`config.mk`:
```
export PLATFORM = sky130hd
export DESIGN_NAME = uart_rx_frame_controller
export DESIGN_NICKNAME = d
export VERILOG_FILES = /design/src/rtl/uart_aes_pkg.sv /design/src/rtl/uart_rx_frame_controller_timeout.sv /design/src/rtl/uart_rx_frame_controller.sv
export SDC_FILE = /design/constraint.sdc
export NUM_CORES = 1
export LEC_CHECK = 0
export CORE_ASPECT_RATIO = 2
export CORE_UTILIZATION = 35
export CTS_CLUSTER_SIZE = 28
export DETAILED_ROUTE_END_ITERATION = 6
export PLACE_DENSITY = 0.62
export SLEW_MARGIN = 20
export SYNTH_ARGS = -nofsm -noshare
export SYNTH_HDL_FRONTEND = slang
export SYNTH_HIERARCHICAL = 1
export SYNTH_SLANG_ARGS = --single-unit
```
`constraint.sdc`:
```
create_clock -name clk -period 2.4 [get_ports clk]
set_input_delay 0.36 -clock clk [delete_from_list [all_inputs] [get_ports clk]]
set_output_delay 0.36 -clock clk [all_outputs]
set_load 0.01 [all_outputs]
```
`src/rtl/uart_aes_pkg.sv`:
```
// Shared definitions for the AES-over-UART receive path.
// Holds the state encoding, the error codes and the output decode.
package uart_aes_pkg;

  localparam int FRAME_BYTES_DEFAULT = 18;

  typedef enum logic [2:0] {
    ST_IDLE      = 3'd0,
    ST_WAIT_BYTE = 3'd1,
    ST_SHIFT     = 3'd2,
    ST_CRC_WAIT  = 3'd3,
    ST_AES_WAIT  = 3'd4,
    ST_AES_GO    = 3'd5,
    ST_DONE      = 3'd6,
    ST_ERROR     = 3'd7
  } state_t;

  localparam logic [1:0] ERR_CRC     = 2'b00;
  localparam logic [1:0] ERR_FRAME   = 2'b01;
  localparam logic [1:0] ERR_TIMEOUT = 2'b10;
  localparam logic [1:0] ERR_OVERRUN = 2'b11;

  typedef struct packed {
    logic busy;
    logic sipo_reset;
    logic sipo_load;
    logic crc_clear;
    logic en_crc;
    logic aes_start;
    logic frame_ok;
    logic frame_err;
  } ctrl_t;

  // Moore decode: each state owns a fixed set of strobes.
  function automatic ctrl_t decode_ctrl(state_t s);
    ctrl_t c;
    c = '0;
    c.busy = (s != ST_IDLE);
    case (s)
      ST_IDLE: begin
        c.sipo_reset = 1'b1;
        c.crc_clear  = 1'b1;
      end
      ST_SHIFT: begin
        c.sipo_load = 1'b1;
        c.en_crc    = 1'b1;
      end
      ST_AES_GO: c.aes_start = 1'b1;
      ST_DONE:   c.frame_ok  = 1'b1;
      ST_ERROR:  c.frame_err = 1'b1;
      default:   c = c;
    endcase
    return c;
  endfunction

endpackage

```
`src/rtl/uart_rx_frame_controller_timeout.sv`:
```
// Idle-cycle counter for the receive controller.
// Flags expiry once TIMEOUT_CYCLES-1 enabled cycles have been counted since the last clear.
module timeout_counter #(
  parameter int TIMEOUT_CYCLES = 100000,
  parameter int W = (TIMEOUT_CYCLES > 1) ? $clog2(TIMEOUT_CYCLES) : 1
) (
  input  logic clk,
  input  logic reset_n,
  input  logic clear,
  input  logic enable,
  output logic expired
);

  logic [W-1:0] count;

  assign expired = (count == W'(TIMEOUT_CYCLES - 1));

  // Holds at the expiry value so a stalled caller never sees a wrap.
  always_ff @(posedge clk) begin
    if (!reset_n) begin
      count <= '0;
    end else if (clear) begin
      count <= '0;
    end else if (enable && !expired) begin
      count <= count + W'(1);
    end
  end

endmodule

```
`src/rtl/uart_rx_frame_controller.sv`:
```
// Receive-side frame sequencer: UART Rx bytes -> SIPO + CRC16 -> AES core.
// Moore FSM with registered strobes; errors reported through a held err_code.
module uart_rx_frame_controller
  import uart_aes_pkg::*;
#(
  parameter int FRAME_BYTES    = FRAME_BYTES_DEFAULT,
  parameter int TIMEOUT_CYCLES = 100000
) (
  input  logic       clk,
  input  logic       reset_n,
  input  logic       start,
  input  logic       rx_valid,
  input  logic [7:0] rx_data,
  input  logic       rx_err,
  input  logic       crc_valid,
  input  logic       crc_ok,
  input  logic       aes_ready,
  output logic       busy,
  output logic       sipo_reset,
  output logic       sipo_load,
  output logic       crc_clear,
  output logic       en_crc,
  output logic [4:0] byte_idx,
  output logic       aes_start,
  output logic       frame_ok,
  output logic       frame_err,
  output logic [1:0] err_code
);

  localparam logic [4:0] LAST_IDX = 5'(FRAME_BYTES - 1);
  localparam logic [4:0] FULL_CNT = 5'(FRAME_BYTES);

  state_t     state, nxt_state;
  logic [4:0] byte_cnt, nxt_cnt;
  logic [1:0] err_reg, nxt_err;
  ctrl_t      ctrl;
  logic       timer_clear, timer_en, timer_expired;

  // The data byte goes straight to the SIPO outside this block.
  logic unused_rx_data;
  assign unused_rx_data = ^rx_data;

  assign timer_clear = ((state == ST_IDLE) && start) || (state == ST_SHIFT);
  assign timer_en    = ((state == ST_WAIT_BYTE) && (byte_cnt != 5'd0)) ||
                       (state == ST_CRC_WAIT);

  timeout_counter #(
    .TIMEOUT_CYCLES(TIMEOUT_CYCLES)
  ) u_timeout (
    .clk    (clk),
    .reset_n(reset_n),
    .clear  (timer_clear),
    .enable (timer_en),
    .expired(timer_expired)
  );

  always_comb begin
    nxt_state = state;
    nxt_cnt   = byte_cnt;
    nxt_err   = err_reg;
    case (state)
      ST_IDLE: begin
        if (start) begin
          nxt_state = ST_WAIT_BYTE;
          nxt_cnt   = 5'd0;
          nxt_err   = ERR_CRC;
        end
      end
      ST_WAIT_BYTE: begin
        if (rx_valid && rx_err) begin
          nxt_state = ST_ERROR;
          nxt_err   = ERR_FRAME;
        end else if (rx_valid) begin
          nxt_state = ST_SHIFT;
        end else if (timer_expired && (byte_cnt != 5'd0)) begin
          nxt_state = ST_ERROR;
          nxt_err   = ERR_TIMEOUT;
        end
      end
      ST_SHIFT: begin
        if (byte_cnt != FULL_CNT) nxt_cnt = byte_cnt + 5'd1;
        // A second byte arriving while the first is still shifting is lost data.
        if (rx_valid) begin
          nxt_state = ST_ERROR;
          nxt_err   = ERR_OVERRUN;
        end else if (byte_cnt == LAST_IDX) begin
          nxt_state = ST_CRC_WAIT;
        end else begin
          nxt_state = ST_WAIT_BYTE;
        end
      end
      ST_CRC_WAIT: begin
        if (crc_valid && crc_ok) begin
          nxt_state = ST_AES_WAIT;
        end else if (crc_valid) begin
          nxt_state = ST_ERROR;
          nxt_err   = ERR_CRC;
        end else if (timer_expired) begin
          nxt_state = ST_ERROR;
          nxt_err   = ERR_TIMEOUT;
        end else if (rx_valid) begin
          nxt_state = ST_ERROR;
          nxt_err   = ERR_OVERRUN;
        end
      end
      ST_AES_WAIT: if (aes_ready) nxt_state = ST_AES_GO;
      ST_AES_GO:   nxt_state = ST_DONE;
      ST_DONE:     nxt_state = ST_IDLE;
      ST_ERROR:    nxt_state = ST_IDLE;
      default:     nxt_state = ST_IDLE;
    endcase
  end

  // Strobes are registered from the next state so they line up with the state register.
  always_ff @(posedge clk) begin
    if (!reset_n) begin
      state    <= ST_IDLE;
      byte_cnt <= 5'd0;
      err_reg  <= ERR_CRC;
      ctrl     <= decode_ctrl(ST_IDLE);
    end else begin
      state    <= nxt_state;
      byte_cnt <= nxt_cnt;
      err_reg  <= nxt_err;
      ctrl     <= decode_ctrl(nxt_state);
    end
  end

  assign busy       = ctrl.busy;
  assign sipo_reset = ctrl.sipo_reset;
  assign sipo_load  = ctrl.sipo_load;
  assign crc_clear  = ctrl.crc_clear;
  assign en_crc     = ctrl.en_crc;
  assign aes_start  = ctrl.aes_start;
  assign frame_ok   = ctrl.frame_ok;
  assign frame_err  = ctrl.frame_err;
  assign byte_idx   = byte_cnt;
  assign err_code   = err_reg;

endmodule

```
* Word-level counts from Yosys, hierarchy flattened *
Cells that the tools add are included.

storage, ports and cells
  output and inout bits = 15
  word-level logic and storage cells = 80
  register bits = 33

cells by class
  $add $sub $neg = 2
  equality and inequality tests = 19
  reduce and logical (&&, ||, !) cells = 19
  bitwise logic cells = 1
  mux-type cells = 29

operators with widths
  cell                   number
  $mux 3                 10
  $eq 3x3->1 const B     7
  $pmux 3 s7             1
  $mux 2                 9
  $add 17x1->17 const B  1
  $eq 17x17->1 const B   1
  $mux 5                 2
  $pmux 5 s2             1
  $eq 3x2->1 const B     3
  $pmux 2 s4             1
  $logic_and 1x1->1      6
  $logic_not 3->1        2
  $add 5x1->5 const B    1
  $eq 5x5->1 const B     1
  $mux 1                 5
  $ne 5x5->1 const B     1
  $reduce_and 5->1       1
  $reduce_bool 5->1      1
  $ne 2x2->1 const B     2
  $reduce_bool 4->1      1
  $reduce_or 2->1        2
  $eq 3x1->1 const B     1
  $ne 3x1->1 const B     1
  $ne 3x2->1 const B     1
  other kinds (7)        8

* Depth between registers and ports, before layout *
Gate-level depths: netlist of the first run.

  depth in word-level cells = 8
  gate-level depth with buffers = 10

* By module *
Netlist of the first run, hierarchy kept.

modules (own cells, without submodules)
  module                    times used  sequential area each (sq um)  area each (sq um)  cells an instance
  uart_rx_frame_controller  1           320.3                         952.2              111
  timeout_counter           1           340.3                         949.7              106

* Least setup slack after synthesis of the first run *
Ideal clock, no wire load.

  kind = register -> register
  start point = reg u_timeout.count[6]
  end point = reg ctrl (netlist bit frame_err)
  period minus slack after synthesis = 2.552 ns
  library setup time = 0.062 ns
  setup slack = -0.152 ns
  data arrival time = 2.490 ns
  stages on the path, launching flop included = 7
  required time = 2.338 ns
  path buffers = 0
  cell sequence = dfxtp_1 > or4b_2 > nor4_1 > nor2b_1 > a21oi_1 > o311ai_1 > and4_2

between the ends
  longest elaborated chain between the ends = 8
  elaborated cells on any way between the ends = 11
  classes of those cells = 2 x eq/ne; 8 x mux; 1 x reduce/logical

RTL lines
  element                  line                                    text
  from (decl)              uart_rx_frame_controller_timeout.sv:14  logic [W-1:0] count;
  from (signal assigned)   uart_rx_frame_controller_timeout.sv:25  count <= count + W'(1);
  $eq 17x17->1 (*)         uart_rx_frame_controller_timeout.sv:16  assign expired = (count == W'(TIMEOUT_CYCLES - 1));
  named net timer_expired  uart_rx_frame_controller.sv:37          logic timer_clear, timer_en, timer_expired;
  $logic_and 1x1->1        uart_rx_frame_controller.sv:75          end else if (timer_expired && (byte_cnt != 5'd0)) begin
  $mux 3                   uart_rx_frame_controller.sv:75
  $mux 3                   uart_rx_frame_controller.sv:73          end else if (rx_valid) begin
  $mux 3                   uart_rx_frame_controller.sv:70          if (rx_valid && rx_err) begin
  $pmux 3 s7 (*)           uart_rx_frame_controller.sv:61          case (state)
  $eq 3x3->1 (*)           uart_aes_pkg.sv:39                      case (s)
  $mux 1 (*)               uart_aes_pkg.sv:39
  to (signal assigned)     uart_rx_frame_controller.sv:120         ctrl <= decode_ctrl(ST_IDLE);
  to (signal assigned)     uart_rx_frame_controller.sv:125         ctrl <= decode_ctrl(nxt_state);
  to (decl)                uart_rx_frame_controller.sv:36          ctrl_t ctrl;

Mark *: on every way through the listed nets, which the timed path passes. The rest lies on a longest branch.
A chain may end at the register's enable or synchronous reset.

* Worst setup path in the final report of the first run *
Ends and elaborated chain as after synthesis.

==> impl_results.md, run 1 <==
- Drt drc: 0
- Final wirelength: between 4 and 5 mm
- Total core area: 0.00518 mm^2
- Setup Fix Bufs, Post-CTS: 0
- Latest clock arrival within the worst-skew pair: slightly below 0.3 ns
- Top Ports: 31
- Syn Area/Cell: 8.76 um^2
- Sequential share of power: 0.438
- Top cells by count, synth: dfxtp_1, nor2_1, nand2_1
- Antenna Cells: 0
- YS warnings: 6
- RSZ-0062 raised after global routing: no
- H-tree Lvls: 2
- Max-Slew Margin vs Limit: 0.499
- WL per Instance: about 16 um
- Number of flops mapped to enable cells by yosys: 0
- Setup TNS: 0 ns
- Die Width: 54.1 um
- Tightest Hold Check Type: flip-flop to flip-flop
- Largest net degree at the start of global routing: 18
- Worst Setup Start Kind: flip-flop
- WP data required: 2.64 ns
- Clock transition at path regs: 0.08 ns
- Worst slack, placed: 0.123 ns
- Pleak: 0.892 nW
- Area grow syn2layout: 27.5%
- Gr usage total: 0.188
- Starting Density: 0.367
- Comb pwr share: 0.146
- Setup crit end kind: flip-flop
- IR drop worst, VDD: between 0.4 and 0.5 mV
- Die height: ~110 um
- Die area: 0.00575 mm^2
- Yosys top cell area share: 0.347
- Most used cell, CP: buf_4
- Critical-path top delay cell: or4b_2
- Starting DRT DRC Count: 35
- Port Buf Inserts: 22
- Pins over their slew limit: 0
- Routability congestion estimate: ~0.87
- Kind of cell adding the most delay to the critical path: simple AND/OR/NAND/NOR gates
- Share of layout cells above drive strength 1: 0.208
- Cell taking the most area after synthesis: dfxtp_1
- Filler Cell Count: 544
- Fin crit share: 0.938
- Status: finished, final reports clean
- Final nets: 275
- CP cell instances: or4b_2, nor4_4, buf_4, o21a_1, o21bai_1, o311ai_2, buf_4, and4_2
- CTS buffer count: 5
- First-pass GRT wire length: 7.76 mm
- Maximum clock path buffer count: 2
- CTS tree: built
- Pwr Total: roughly 0.0013 W
- Root Driver: clkbuf_8
- Int Power: around 0.00096 W
- Final ANT Viol Nets: 0
- Via count: between 1.5k and 2k
- Register area share after synthesis: 0.347
- Sw Ratio: 0.260
- Final WS setup: approximately 0.15 ns
- Syn Inst Count: 217
- HPWL Detailed: 3.79 mm
- Cell variety after synth: 60
- Vias in the first global route: about 1.7k
- Clk_skew: 0.00662 ns
- Fin crit period: 2.25 ns
- # hold bufs at CTS: 0
- Most common cell in the netlist: dfxtp_1
- Max Fclk: 0.444 GHz
- WP data arrival: roughly 2.5 ns
- WP buf/inv: 2
- Antenna violations before repair: 0
- Clock share of power: 0.416
- Hold Slack: 0.514 ns
- Final setup viols: 0
- DRT Pass-1 Iters: 4
- Std cell rows: 37
- Mapped Area: 0.00190 mm^2
- Gr ovfl total: 0
- Crit Path Max Fanout: 7
- Ys async rst share: 0
- #FFs+latches synth: 33
- P_sw: 0.000337 W
- Util after Layout: 0.468
- Clk sink count: 33
- Pwr Density: 535 mW/mm^2
- Worst Max-Slew Pin Slew: between 0.7 and 0.8 ns
- Synth area leaders: dfxtp_1, nor2_1, ha_1, nand4_1, o31ai_1
- Via density: 5.67
- Post-synthesis net count: 238
- Post-synth top flop: dfxtp_1
- Max Cap Viol: 0
- Setup CP Type: flip-flop to flip-flop
- Largest stage delay on the critical path: between 0.7 and 0.8 ns
- Hold Fails Final Rpt: 0
cells in the final DEF, fill, tap and decap left out, types with 4 or more instances in the layout:
master / instances
a21oi_1: 7
nand2b_1: 5
clkdlybuf4s50_1: 22
a21oi_2: 4
ha_1: 5
xnor2_1: 4
dfxtp_1: 33
or4_1: 5
clkbuf_8: 5
inv_1: 8
and2_1: 5
o31ai_1: 6
nor2_1: 17
and4_1: 4
nand4_1: 8
nor2b_1: 4
or3_1: 7
nand2_1: 10
nor4_1: 4
o21ai_0: 4
buf_4: 21
nand3_1: 6
final timing paths:
kind	slack [ns]	to	cells after the start	startpoint
setup / recovery	0.15	frame_err$_SDFF_PN0_	8	u_timeout/count[6]$_SDFFE_PP0P_
hold / removal	0.51	err_code[0]$_SDFFE_PN0P_	2	err_code[0]$_SDFFE_PN0P_
setup reg to reg	0.15	frame_err$_SDFF_PN0_	8	u_timeout/count[6]$_SDFFE_PP0P_
hold reg to reg	0.51	err_code[0]$_SDFFE_PN0P_	2	err_code[0]$_SDFFE_PN0P_
worst register-to-register path, cell delays in order, from the launching register on:
cell and delay, ns:
dfxtp_1 0.31, or4b_2 0.72, nor4_4 0.28, buf_4 0.16
o21a_1 0.15, o21bai_1 0.09, o311ai_2 0.09, buf_4 0.19
and4_2 0.21
cell families after synthesis:
| logic type | synth area share |
|---|---|
| AOI/OAI and AO/OA | 0.198 |
| xor gates and xnor gates | 0.0322 |
| adders and majority gates | 0.0329 |
| buffers and inverters | 0.0513 |
| DFF | 0.347 |
| muxes | 0.00592 |
| and+or+nand+nor | 0.332 |
final cells by class:
type / instances / area [um^2] / share of cell area
clock buffers: 5 / 68.8 / 0.0284
clock inverters: 3 / 46.3 / 0.0191
inverters: 8 / 30.0 / 0.0124
multi-input cells: 163 / 1170 / 0.482
flip-flops and latches: 33 / 661 / 0.272
well taps: 58 / 72.6 / 0.0299
repair buffers: 43 / 378 / 0.156
repair_timing:
action,CTS,global route
resized for setup,0,2
hold endpoints to repair,0,0
setup endpoints to repair,0,4
registers in the layout, summed over array words and instances, names as in the netlist, 2 cells and up:
register and count:
u_timeout/count 17, err_code 2, state 3, byte_idx 5
power groups by stage:
stage	logic (W)	registers (W)	clock network, W
global route	0.000204	0.000569	0.000582
global placement	0.000189	0.000580	0
CTS	0.000190	0.000568	0.000552
finish	0.000189	0.000567	0.000540
detailed placement	0.000189	0.000581	0
floorplan	0.000104	0.000585	0
per-stage QoR:
step                std cells  cell area, um^2
floorplan                 217             1920
global placement          305             2300
detailed placement        305             2300
CTS                       313             2410
global route              313             2420
finish                    313             2420
per-layer routing:
metal  track usage  share of wire
met1         0.167           0.35
met2         0.363           0.60
met3        0.0329          0.020
met4        0.0934          0.024
met5             0              0
Power figures use the tool's default switching activity.
==> inputs of run 2 (changes only) <==
Settings changed: MAX_ROUTING_LAYER set to met4, RECOVER_POWER set to 25.
==> impl_results.md, run 2 (synthesis gave the netlist of run 1 again) <==
- First-pass GRT wire length: 7.75 mm
- Cell count along the critical path: 7
- CP cell instances: or4b_2, nor4_4, nor2b_1, a21oi_1, o311ai_2, buf_4, and4_2
- Pwr Density: between 500 and 600 mW/mm^2
- WP data required: about 2.6 ns
- Setup crit end kind: flip-flop
- Commonest non-fill, non-tap cell in the layout: dfxtp_1
- DRT Pass-1 Iters: 4
- IR drop worst, VDD: 0.404 mV
- WP data arrival: 2.49 ns
- Port Buf Inserts: 22
- Hold path depth: 2
- Starting Density: 0.367
- Commonest cells after routing, fill and taps aside: dfxtp_1, buf_4, nor2_1
- CTS buffer count: 5
- WP buf/inv: 1
- Drt drc: 0
- RSZ-0062 raised after global routing: no
- Antenna violations before repair: 0
- Fin cells: 313
- Largest stage delay on the critical path: 0.72 ns
- WL per Instance: roughly 16 um
- Top Ports: 31
- Worst Setup Start Kind: flip-flop
- Fin crit period: roughly 2.2 ns
- Clk sink count: 33
- Routability congestion estimate: 0.880
- R2R depth: 7
- H-tree Lvls: 2
- Max-Slew Margin vs Limit: 0.496
- Status: finished, final reports clean
- Final wirelength: 4.86 mm
- HPWL Detailed: 3.79 mm
- Share of layout cells above drive strength 1: 0.204
- Antenna Cells: 0
- Final nets: 275
- Kind of cell adding the most delay to the critical path: simple AND/OR/NAND/NOR gates
- # hold bufs at CTS: 0
- Pwr Total: 0.00129 W
- Pleak: 0.911 nW
- Die height: 106 um
- Filler Cell Count: 544
- Starting DRT DRC Count: 38
- Largest net degree at the start of global routing: 18
- Std cell rows: 37
- Multi-input combinational cell area: 0.00117 mm^2
- Final setup viols: 0
- Worst Max-Slew Pin Slew: about 0.74 ns
- CTS tree: built
- Die area: 0.00575 mm^2
- Via count: 1773
- Via density: ~5.7
- Tightest Hold Check Type: flip-flop to flip-flop
- Clock transition at path regs: 0.08 ns
- Gr ovfl total: 0
- Area grow syn2layout: 27.3%
- Max Cap Viol: 0
- Root Driver: clkbuf_8
- Max FFs per register: 17
- Clk_skew: 0.00666 ns
- Maximum clock path buffer count: 2
- Final ANT Viol Nets: 0
- Fin crit share: 0.937
- Total core area: 0.00518 mm^2
- Setup TNS: 0 ns
- Latest clock arrival within the worst-skew pair: 0.29 ns
- Pins over their slew limit: 0
- Hold Fails Final Rpt: 0
- Max Fclk: 0.445 GHz
- Crit Path Max Fanout: 7
- Die Width: 54.1 um
- Vias in the first global route: 1673
- Critical-path top delay cell: or4b_2
- Register area: between 600 and 700 um^2
- Gr usage total: 0.193
- Placed insts: 305
- Setup CP Type: flip-flop to flip-flop
- Most flops, register: u_timeout/count
## run 2: cell types whose count changed in the layout (fill, tap and decap cells not counted), sizes merged
cell	before	now
buf	21	20
clkdlybuf4s50	22	12
clkbuf	5	6
dlygate4sd3	0	10
## run 2: worst paths after layout
| check | to | slack [ns] | start |
|---|---|---|---|
| max | frame_err$_SDFF_PN0_ | 0.15 | u_timeout/count[6]$_SDFFE_PP0P_ |
| min | err_code[0]$_SDFFE_PN0P_ | 0.51 | err_code[0]$_SDFFE_PN0P_ |
| max reg2reg | frame_err$_SDFF_PN0_ | 0.15 | u_timeout/count[6]$_SDFFE_PP0P_ |
| min reg2reg | err_code[0]$_SDFFE_PN0P_ | 0.51 | err_code[0]$_SDFFE_PN0P_ |
## run 2: power breakdown
| part | total (W) | leakage [nW] | switching (W) | internal (W) |
|---|---|---|---|---|
| clock network | 0.000543 | 0.0543 | 0.000232 | 0.000311 |
| logic | 0.000183 | 0.590 | 0.000101 | 0.0000823 |
| registers | 0.000567 | 0.267 | 0.00000611 | 0.000561 |
| total | 0.00129 | 0.911 | 0.000339 | 0.000954 |
## run 2: per-layer routing
metal	vias up	GRT usage	routed length, um
met5	-	-	0
met2	31	0.363	2900
met4	0	0.0934	131
li1	887	-	-
met3	10	0.0329	112
met1	845	0.166	1710
## run 2: worst reg2reg max path, cell delays in order, from the launching register on
cell      delay, ns
dfxtp_1        0.31
or4b_2         0.72
nor4_4         0.28
nor2b_1        0.19
a21oi_1        0.10
o311ai_2       0.20
buf_4          0.19
and4_2         0.21
## run 2: metrics by stage
stage / instance area (um^2) / setup WS [ns] / utilization / hold slack, ns
floorplan: 1920 / 0.0681 / - / 0.469
global placement: 2300 / 0.120 / 0.443 / 0.501
detailed placement: 2300 / 0.123 / 0.443 / 0.500
CTS: 2410 / 0.0849 / 0.465 / 0.516
global route: 2420 / 0.00694 / 0.467 / 0.546
finish: 2420 / 0.151 / 0.467 / 0.511
## run 2: repair_timing
| item | 4_1_cts | 5_1_grt |
|---|---|---|
| setup endpoints to repair | 0 | 4 |
| setup buffers | 0 | 0 |
| gates resized for setup | 0 | 2 |
## run 2: final cells by class
class | count | area share
multi-input combinational | 163 | 0.483
sequential | 33 | 0.273
timing repair buffer | 43 | 0.155
tap | 58 | 0.0300
clock buffer | 5 | 0.0284
clock inverter | 3 | 0.0191
inverter | 8 | 0.0124
